===== src/rtl/uart_rx.sv =====
// UART receiver: 2-flop synchronised serial input, centre-sampled 8N1-style frames,
// holding register with valid/ack handshake, frame-error pulse and sticky overrun flag.
module uart_rx #(
  parameter int clks_per_bit = 104,
  parameter int BITS         = 8
) (
  input  logic            i_wb_clk,
  input  logic            i_wb_rst,
  input  logic            i_rx,
  input  logic            i_rx_ack,
  output logic [BITS-1:0] o_rx_dat,
  output logic            o_rx_valid,
  output logic            o_frame_err,
  output logic            o_overrun,
  output logic            o_busy
);

  localparam int CW = $clog2(clks_per_bit);
  localparam int IW = $clog2(BITS) + 1;
  localparam logic [CW-1:0] HALF_C = CW'((clks_per_bit - 1) / 2);
  localparam logic [CW-1:0] LAST_C = CW'(clks_per_bit - 1);
  localparam logic [IW-1:0] LAST_IDX_C = IW'(BITS - 1);

  typedef enum logic [1:0] {
    IDLE  = 2'd0,
    START = 2'd1,
    DATA  = 2'd2,
    STOP  = 2'd3
  } state_e;

  state_e            state_q;
  logic [CW-1:0]     clk_cnt_q;
  logic [IW-1:0]     idx_q;
  logic [BITS-1:0]   shift_q;
  logic [BITS-1:0]   dat_q;
  logic              valid_q;
  logic              frame_err_q;
  logic              overrun_q;
  logic              busy_q;
  logic              sync1_q;
  logic              sync2_q;
  logic              rx_s;

  assign rx_s        = sync2_q;
  assign o_rx_dat    = dat_q;
  assign o_rx_valid  = valid_q;
  assign o_frame_err = frame_err_q;
  assign o_overrun   = overrun_q;
  assign o_busy      = busy_q;

  // Two-flop synchroniser; resets to the idle-high line level.
  always_ff @(posedge i_wb_clk or negedge i_wb_rst) begin
    if (!i_wb_rst) begin
      sync1_q <= 1'b1;
      sync2_q <= 1'b1;
    end else begin
      sync1_q <= i_rx;
      sync2_q <= sync1_q;
    end
  end

  // Frame FSM with registered handshake/status outputs; later assignments win over the ack clear.
  always_ff @(posedge i_wb_clk or negedge i_wb_rst) begin
    if (!i_wb_rst) begin
      state_q     <= IDLE;
      clk_cnt_q   <= {CW{1'b0}};
      idx_q       <= {IW{1'b0}};
      shift_q     <= {BITS{1'b0}};
      dat_q       <= {BITS{1'b0}};
      valid_q     <= 1'b0;
      frame_err_q <= 1'b0;
      overrun_q   <= 1'b0;
      busy_q      <= 1'b0;
    end else begin
      frame_err_q <= 1'b0;
      if (i_rx_ack) begin
        valid_q   <= 1'b0;
        overrun_q <= 1'b0;
      end
      case (state_q)
        IDLE: begin
          clk_cnt_q <= {CW{1'b0}};
          idx_q     <= {IW{1'b0}};
          if (!rx_s) begin
            state_q <= START;
            busy_q  <= 1'b1;
          end else begin
            busy_q  <= 1'b0;
          end
        end
        START: begin
          if (clk_cnt_q == HALF_C) begin
            clk_cnt_q <= {CW{1'b0}};
            if (!rx_s) begin
              state_q <= DATA;
            end else begin
              state_q <= IDLE;
              busy_q  <= 1'b0;
            end
          end else begin
            clk_cnt_q <= clk_cnt_q + CW'(1);
          end
        end
        DATA: begin
          if (clk_cnt_q == LAST_C) begin
            clk_cnt_q <= {CW{1'b0}};
            shift_q   <= {rx_s, shift_q[BITS-1:1]};
            idx_q     <= idx_q + IW'(1);
            if (idx_q == LAST_IDX_C) begin
              state_q <= STOP;
            end
          end else begin
            clk_cnt_q <= clk_cnt_q + CW'(1);
          end
        end
        STOP: begin
          if (clk_cnt_q == LAST_C) begin
            clk_cnt_q <= {CW{1'b0}};
            idx_q     <= {IW{1'b0}};
            state_q   <= IDLE;
            busy_q    <= 1'b0;
            if (rx_s) begin
              dat_q     <= shift_q;
              valid_q   <= 1'b1;
              overrun_q <= i_rx_ack ? 1'b0 : (overrun_q | valid_q);
            end else begin
              frame_err_q <= 1'b1;
            end
          end else begin
            clk_cnt_q <= clk_cnt_q + CW'(1);
          end
        end
        default: begin
          state_q   <= IDLE;
          clk_cnt_q <= {CW{1'b0}};
          idx_q     <= {IW{1'b0}};
          busy_q    <= 1'b0;
        end
      endcase
    end
  end

endmodule


===== config.mk =====
export PLATFORM = sky130hd
export DESIGN_NAME = uart_rx
export DESIGN_NICKNAME = d
export VERILOG_FILES = /design/src/rtl/uart_rx.sv
export SDC_FILE = /design/constraint.sdc
export NUM_CORES = 1
export LEC_CHECK = 0
export BUFFER_PORTS_ARGS = -buffer_cell sky130_fd_sc_hd__buf_2
export CORE_ASPECT_RATIO = 1.4
export CORE_UTILIZATION = 30
export DETAILED_ROUTE_END_ITERATION = 16
export PLACE_DENSITY = 0.47
export SLEW_MARGIN = 25
export SYNTH_ARGS = -nofsm -noshare
export SYNTH_HDL_FRONTEND = slang
export SYNTH_SLANG_ARGS = --single-unit

===== constraint.sdc =====
create_clock -name i_wb_clk -period 5.87 [get_ports i_wb_clk]
set_input_delay 1.174 -clock i_wb_clk [delete_from_list [all_inputs] [get_ports i_wb_clk]]
set_output_delay 1.174 -clock i_wb_clk [all_outputs]
set_load 0.05 [all_outputs]

==> impl_metrics.ini, run 1 <==
[die]
start_util_pct = 31.8
ios = 16
rows = 31
coreArea_sq_um = 5240
die_w_um = 64.9
die_area_sq_um = 5850
die-height_um = 90.1

[drt]
met2_length_um = 1490
wl_per_cell_um = 14.2
first_iter_violations = 92
maxUsedRoutingLayer = met4
via_per_inst = 5.06
num_vias = 1078
postRouteAntennaNets = 0
wirelength_um = 3020
dr.pass1.iters = 4
routed-wl-met3_um = 118
drc = 0
route.layer.met1.wl_um = 1340

[status]
outcome = complete, no violations

[final_layout]
finalNetCount = 152
ff_latch_area_sq_um = 878
insertedDiodeCount = 0
final_cell_count_no_fill = 213
multi_input_area_sq_um = 724
drive_gt1_share_pct = 32.0
fillCellCount = 545
area_growth_pct = 13.4
finalInstanceArea_sq_um = 1890

[pwr]
p_leak_uw = 0.000882
power_uw = 470
p_per_area_nw_per_um2 = 249
ir_drop_mv = 0.113

[timing]
fmax_ghz = 0.480
slew_headroom_pct = 39.0
worst_clock_skew_ps = 4.87
setup_violations = 0
layout_setup_ws_ps = 3790
final_hold_viol_count = 0
grt_setup_unrepaired = no
drv_slew = 0
min_period_ps = 2080
fin_setup_tns_ps = 0
fin_crit_sh_pct = 35.5
tightest_slew_ps = 902

[logic_synthesis]
synth_cell_types = 42
synth-edff-count = 0
synth_compound_area_share_pct = 9.86
yosysTopAreaCellShare_pct = 49.7
synth_nets = 136
synth_flop_cell = dfrtp_1
synth_top_area_cell = dfrtp_1
async_reset_ff_share_pct = 100
synth_area_sq_um = 1660
netlist_instances = 130
yosys_warnings = 0
synth-seq-area-share_pct = 52.8
synth_top_family_by_area = simple AND/OR/NAND/NOR gates
synth_adder_area_share_pct = 1.50
synth-xor-area-share_pct = 1.58
muxShareOfSynthArea_pct = 14.0
ys_seq_elements = 35
synth_area_leaders = dfrtp_1, mux2_4, mux2_2, dfstp_2, nand2_1
avgSynthCellArea_sq_um = 12.8
yosys.area_share.simple_pct = 16.6

[placed_design]
placed_area_sq_um = 1770
pre_cts_ws_ps = 3870
port_buffers = 15
routabilityCongestion = 0.783
dpl.hpwl_um = 2200
dp.cells = 205

[worst_hold_path]
hp-class = flip-flop to flip-flop
min_to = rx_s$_DFF_PN1_
min_from = sync1_q$_DFF_PN1_
whs_path_depth = 0

[clock_tree]
cts_root_buffer = clkbuf_8
cts_tree = built
cts_hold_buffers = 0
clk_path_buf_depth = 2
cts.sinks = 35
clock_latency_ps = 280
cts_setup_buffers = 0
clk_pin_slew_worst_paths_ps = 70
htreeDepth = 2
numCtsBuffers = 5
cts_resized = 0

[worst_setup_path]
rrSetupSlack_ps = 3850
crit_required_ps = 4700
worstPathMaxFanout = 2
max_stage_delay_ps = 360
r2r_end = o_rx_dat[1]$_DFFE_PN0P_
reg2reg_depth = 4
crit_chain = buf_2
setup.worst_path.start = o_busy$_DFFE_PN0P_
start_kind = flip-flop
critical_path_class = flip-flop to output port
critPathBufInv = 1
r2r_start = clk_cnt_q[0]$_DFF_PN0_
cpMaxStageDelayCell = dfrtp_1
crit_family = flip-flops
arrival_ps = 910
crit_path_end_kind = output port

[job]
maxCapViolations = 0

[global_route]
antenna_found_initial = 0
grt-ovfl-total = 0
grt_start_max_net_pins = 36
grt_pass1_wl_um = 5310
grt_pass1_vias = 1111
grt.total_usage_pct = 11.9
==> placed cells by master (no fill, tap or decap), types with 2 or more instances in the layout <==
master	n
nand2_1	13
o21ai_0	3
buf_2	15
ha_1	2
nor4_1	4
dfstp_2	2
inv_1	2
nand2b_1	2
mux2_2	8
o211ai_1	2
xor2_1	2
dfrtp_1	33
a22oi_1	2
mux2_4	8
a21oi_1	6
nor4bb_1	2
o41ai_1	3
clkbuf_8	6
nand3_1	6
or3_1	2
==> how the worst max path moves through the flow <==
stage / depth (start not counted) / to
floorplan: 5 / o_rx_dat[0]$_DFFE_PN0P_
global placement: 4 / o_rx_dat[5]$_DFFE_PN0P_
detailed placement: 4 / o_rx_dat[5]$_DFFE_PN0P_
CTS: 1 / o_busy
global route: 4 / clk_cnt_q[1]$_DFF_PN0_
finish: 1 / o_busy
==> final cells by class <==
type | count | area share (%)
multi-input combinational | 87 | 38.4
clock inverter | 2 | 1.86
timing repair buffer | 15 | 3.98
sequential | 35 | 46.6
clock buffer | 6 | 4.38
tap | 66 | 4.38
inverter | 2 | 0.398
==> cells in the mapped netlist (3+ instances only) <==
master	count
nor4_1	4
o41ai_1	3
nand3_1	6
dfrtp_1	33
mux2_2	8
o21ai_0	3
nand2_1	13
mux2_4	8
a21oi_1	6
buf_6	4
==> power by group <==
group,total (uW),leakage [uW],switching (uW),internal (uW)
logic,6.30,0.000359,5.16,1.14
clock network,220,0.0000612,83.1,137
registers,243,0.000462,0.511,242
total,470,0.000882,88.8,381
==> per-layer routing <==
| layer | vias to the layer above | GRT usage [%] |
|---|---|---|
| met3 | 5 | 3.17 |
| met5 | - | 0 |
| li1 | 518 | - |
| met2 | 20 | 18.8 |
| met1 | 535 | 14.8 |
| met4 | 0 | 5.37 |
==> sequential cells by signal, summed over array words and instances, names as in the netlist, 4 cells and up, named ones only <==
| name | count |
|---|---|
| shift_q | 8 |
| idx_q | 4 |
| clk_cnt_q | 7 |
| o_rx_dat | 8 |
==> cell families after synthesis <==
family,Yosys count
XOR/XNOR,3
buffers and inverters,8
AND/OR/NAND/NOR,41
AO/OA/AOI/OAI,24
adder cells (fa/ha/maj),2
flip-flops,35
multiplexers,17
==> per-stage QoR <==
stage / hold WS (ps) / utilization, %
after floorplan: 345 / -
after global placement: 347 / 33.8
after detailed placement: 349 / 33.8
after CTS: 359 / 36.0
after global routing: 366 / 36.0
final: 358 / 36.0
(Power assumes the default switching activity.)
==> run 2, diff against run 1 <==
--- a/config.mk
+++ b/config.mk
@@ -9,7 +9,7 @@
 export CORE_ASPECT_RATIO = 1.4
 export CORE_UTILIZATION = 30
 export DETAILED_ROUTE_END_ITERATION = 16
-export PLACE_DENSITY = 0.47
+export PLACE_DENSITY = 0.49
 export SLEW_MARGIN = 25
 export SYNTH_ARGS = -nofsm -noshare
 export SYNTH_HDL_FRONTEND = slang
==> constraint.sdc (replaced) <==
create_clock -name i_wb_clk -period 1.79 [get_ports i_wb_clk]
set_input_delay 0.358 -clock i_wb_clk [delete_from_list [all_inputs] [get_ports i_wb_clk]]
set_output_delay 0.358 -clock i_wb_clk [all_outputs]
set_load 0.05 [all_outputs]
==> run 2 against run 1 <==
Design area up 5.5%. Utilization up 2.0 points. Die area unchanged. Power rose to 3.0 times the previous value. Global-route usage up 0.71 points. Sequential cell count unchanged. Sequential power rose to 3.3 times the previous value. Final cell count up 6.1%. Largest power group unchanged.
==> impl_metrics.ini, run 2 (same netlist as run 1, synthesis figures left out) <==
[status]
outcome = complete, no violations

[global_route]
grt_pass1_wl_um = 5640
antenna_found_initial = 0
grt-ovfl-total = 0
grt_pass1_vias = 1210
grt_start_max_net_pins = 36
grt.total_usage_pct = 12.6

[clock_tree]
clk_path_buf_depth = 2
cts.sinks = 35
clock_latency_ps = 280
clk_pin_slew_worst_paths_ps = 70
htreeDepth = 2
numCtsBuffers = 5
cts_root_buffer = clkbuf_8
cts_hold_buffers = 0
cts_tree = built

[final_layout]
most-common-layout-cells = dfrtp_1, buf_2, nand2_1, buf_4
multi_input_area_sq_um = 764
final_cell_count_no_fill = 226
drive_gt1_share_pct = 40.6
area_growth_pct = 19.6
finalNetCount = 165
insertedDiodeCount = 0
ff_latch_area_sq_um = 878
final_common_cell = dfrtp_1
fillCellCount = 500

[timing]
fin_crit_sh_pct = 96.1
layout_setup_ws_ps = 70.6
tightest_slew_ps = 522
fmax_ghz = 0.582
slew_headroom_pct = 64.8
min_period_ps = 1720
setup_violations = 0
holdWs_ps = 98.8
final_hold_viol_count = 0
grt_setup_unrepaired = no
fin_setup_tns_ps = 0
drv_slew = 0
worst_clock_skew_ps = 4.09

[die]
ios = 16
die_w_um = 64.9
rows = 31
start_util_pct = 31.8
coreArea_sq_um = 5240
die_area_sq_um = 5850
die-height_um = 90.1

[placed_design]
port_buffers = 15
pre_cts_ws_ps = -162
dp.cells = 217
routabilityCongestion = 0.729
dpl.hpwl_um = 2190

[worst_setup_path]
reg2reg_depth = 4
start_kind = flip-flop
r2r_start = clk_cnt_q[0]$_DFF_PN0_
crit_required_ps = 1940
crit_path_end_kind = flip-flop
cpMaxStageDelayCell = mux4_2
arrival_ps = 1870
worstPathMaxFanout = 5
r2r_end = state_q[0]$_DFFE_PN0P_
critical_path_class = flip-flop to flip-flop
rrSetupSlack_ps = 70
max_stage_delay_ps = 460
crit_chain = ha_4 -> nand3_1 -> or4_4 -> mux4_2

[pwr]
ir_drop_mv = 0.227
p_per_area_nw_per_um2 = 703
p_leak_uw = 0.000938

[worst_hold_path]
hp-class = primary input to asynchronous set/reset pin

[drt]
drc = 0
via_per_inst = 4.98
first_iter_violations = 43
dr.pass1.iters = 4
postRouteAntennaNets = 0
wl_per_cell_um = 14.0
num_vias = 1125
wirelength_um = 3160

[job]
maxCapViolations = 0
==> run 2: power breakdown <==
part           leakage, uW  internal [uW]  switching (uW)
Clock            0.0000482            310             269
Sequential        0.000462            795            1.98
Combinational     0.000428           5.26            17.6
==> run 2: critical path: cells and delay by family (launching register included) <==
family	cells	cell delay, ps
fa+ha+maj	1	180
flops	1	390
mux	1	460
simple gates	2	550
==> run 2: per-stage QoR <==
stage	utilization (%)	total power (uW)	area (sq um)
2_1_floorplan	-	813	1670
6_report	38.0	1400	1990
4_1_cts	37.5	1420	1960
5_1_grt	38.0	1460	1990
3_3_place_gp	35.5	835	1860
3_5_place_dp	35.5	836	1860
==> run 2: layer usage <==
metal,global-route usage [%],up-vias,share of wire [%]
met4,5.00,0,1.9
met5,0,-,0
li1,-,546,-
met1,14.7,551,44
met3,3.81,6,3.8
met2,20.9,22,51
==> run 2: area by class of cell <==
class                           instances  share of cell area, %
Tap cell                               66                   4.15
Multi-Input combinational cell         88                   38.4
Clock buffer                            7                   4.34
Inverter                                2                  0.377
Sequential cell                        35                   44.2
Timing Repair Buffer                   27                   8.30
Clock inverter                          1                  0.252
==> run 2: what timing repair did <==
item / 4_1_cts / 5_1_grt
endpoints found under the setup margin: 12 / 10
setup buffers: 0 / 0
pin swaps: 1 / 1
resized for setup: 2 / 5
gates cloned: 0 / 1
==> run 2: worst max-delay path by stage <==
stage,from,end,slack [ps]
after floorplan,clk_cnt_q[3]$_DFF_PN0_,o_rx_dat[0]$_DFFE_PN0P_,-50
after global placement,clk_cnt_q[0]$_DFF_PN0_,clk_cnt_q[5]$_DFF_PN0_,-120
after detailed placement,clk_cnt_q[0]$_DFF_PN0_,clk_cnt_q[5]$_DFF_PN0_,-160
after CTS,clk_cnt_q[0]$_DFF_PN0_,state_q[0]$_DFFE_PN0P_,2
after global routing,clk_cnt_q[0]$_DFF_PN0_,state_q[0]$_DFFE_PN0P_,10
final,clk_cnt_q[0]$_DFF_PN0_,state_q[0]$_DFFE_PN0P_,70
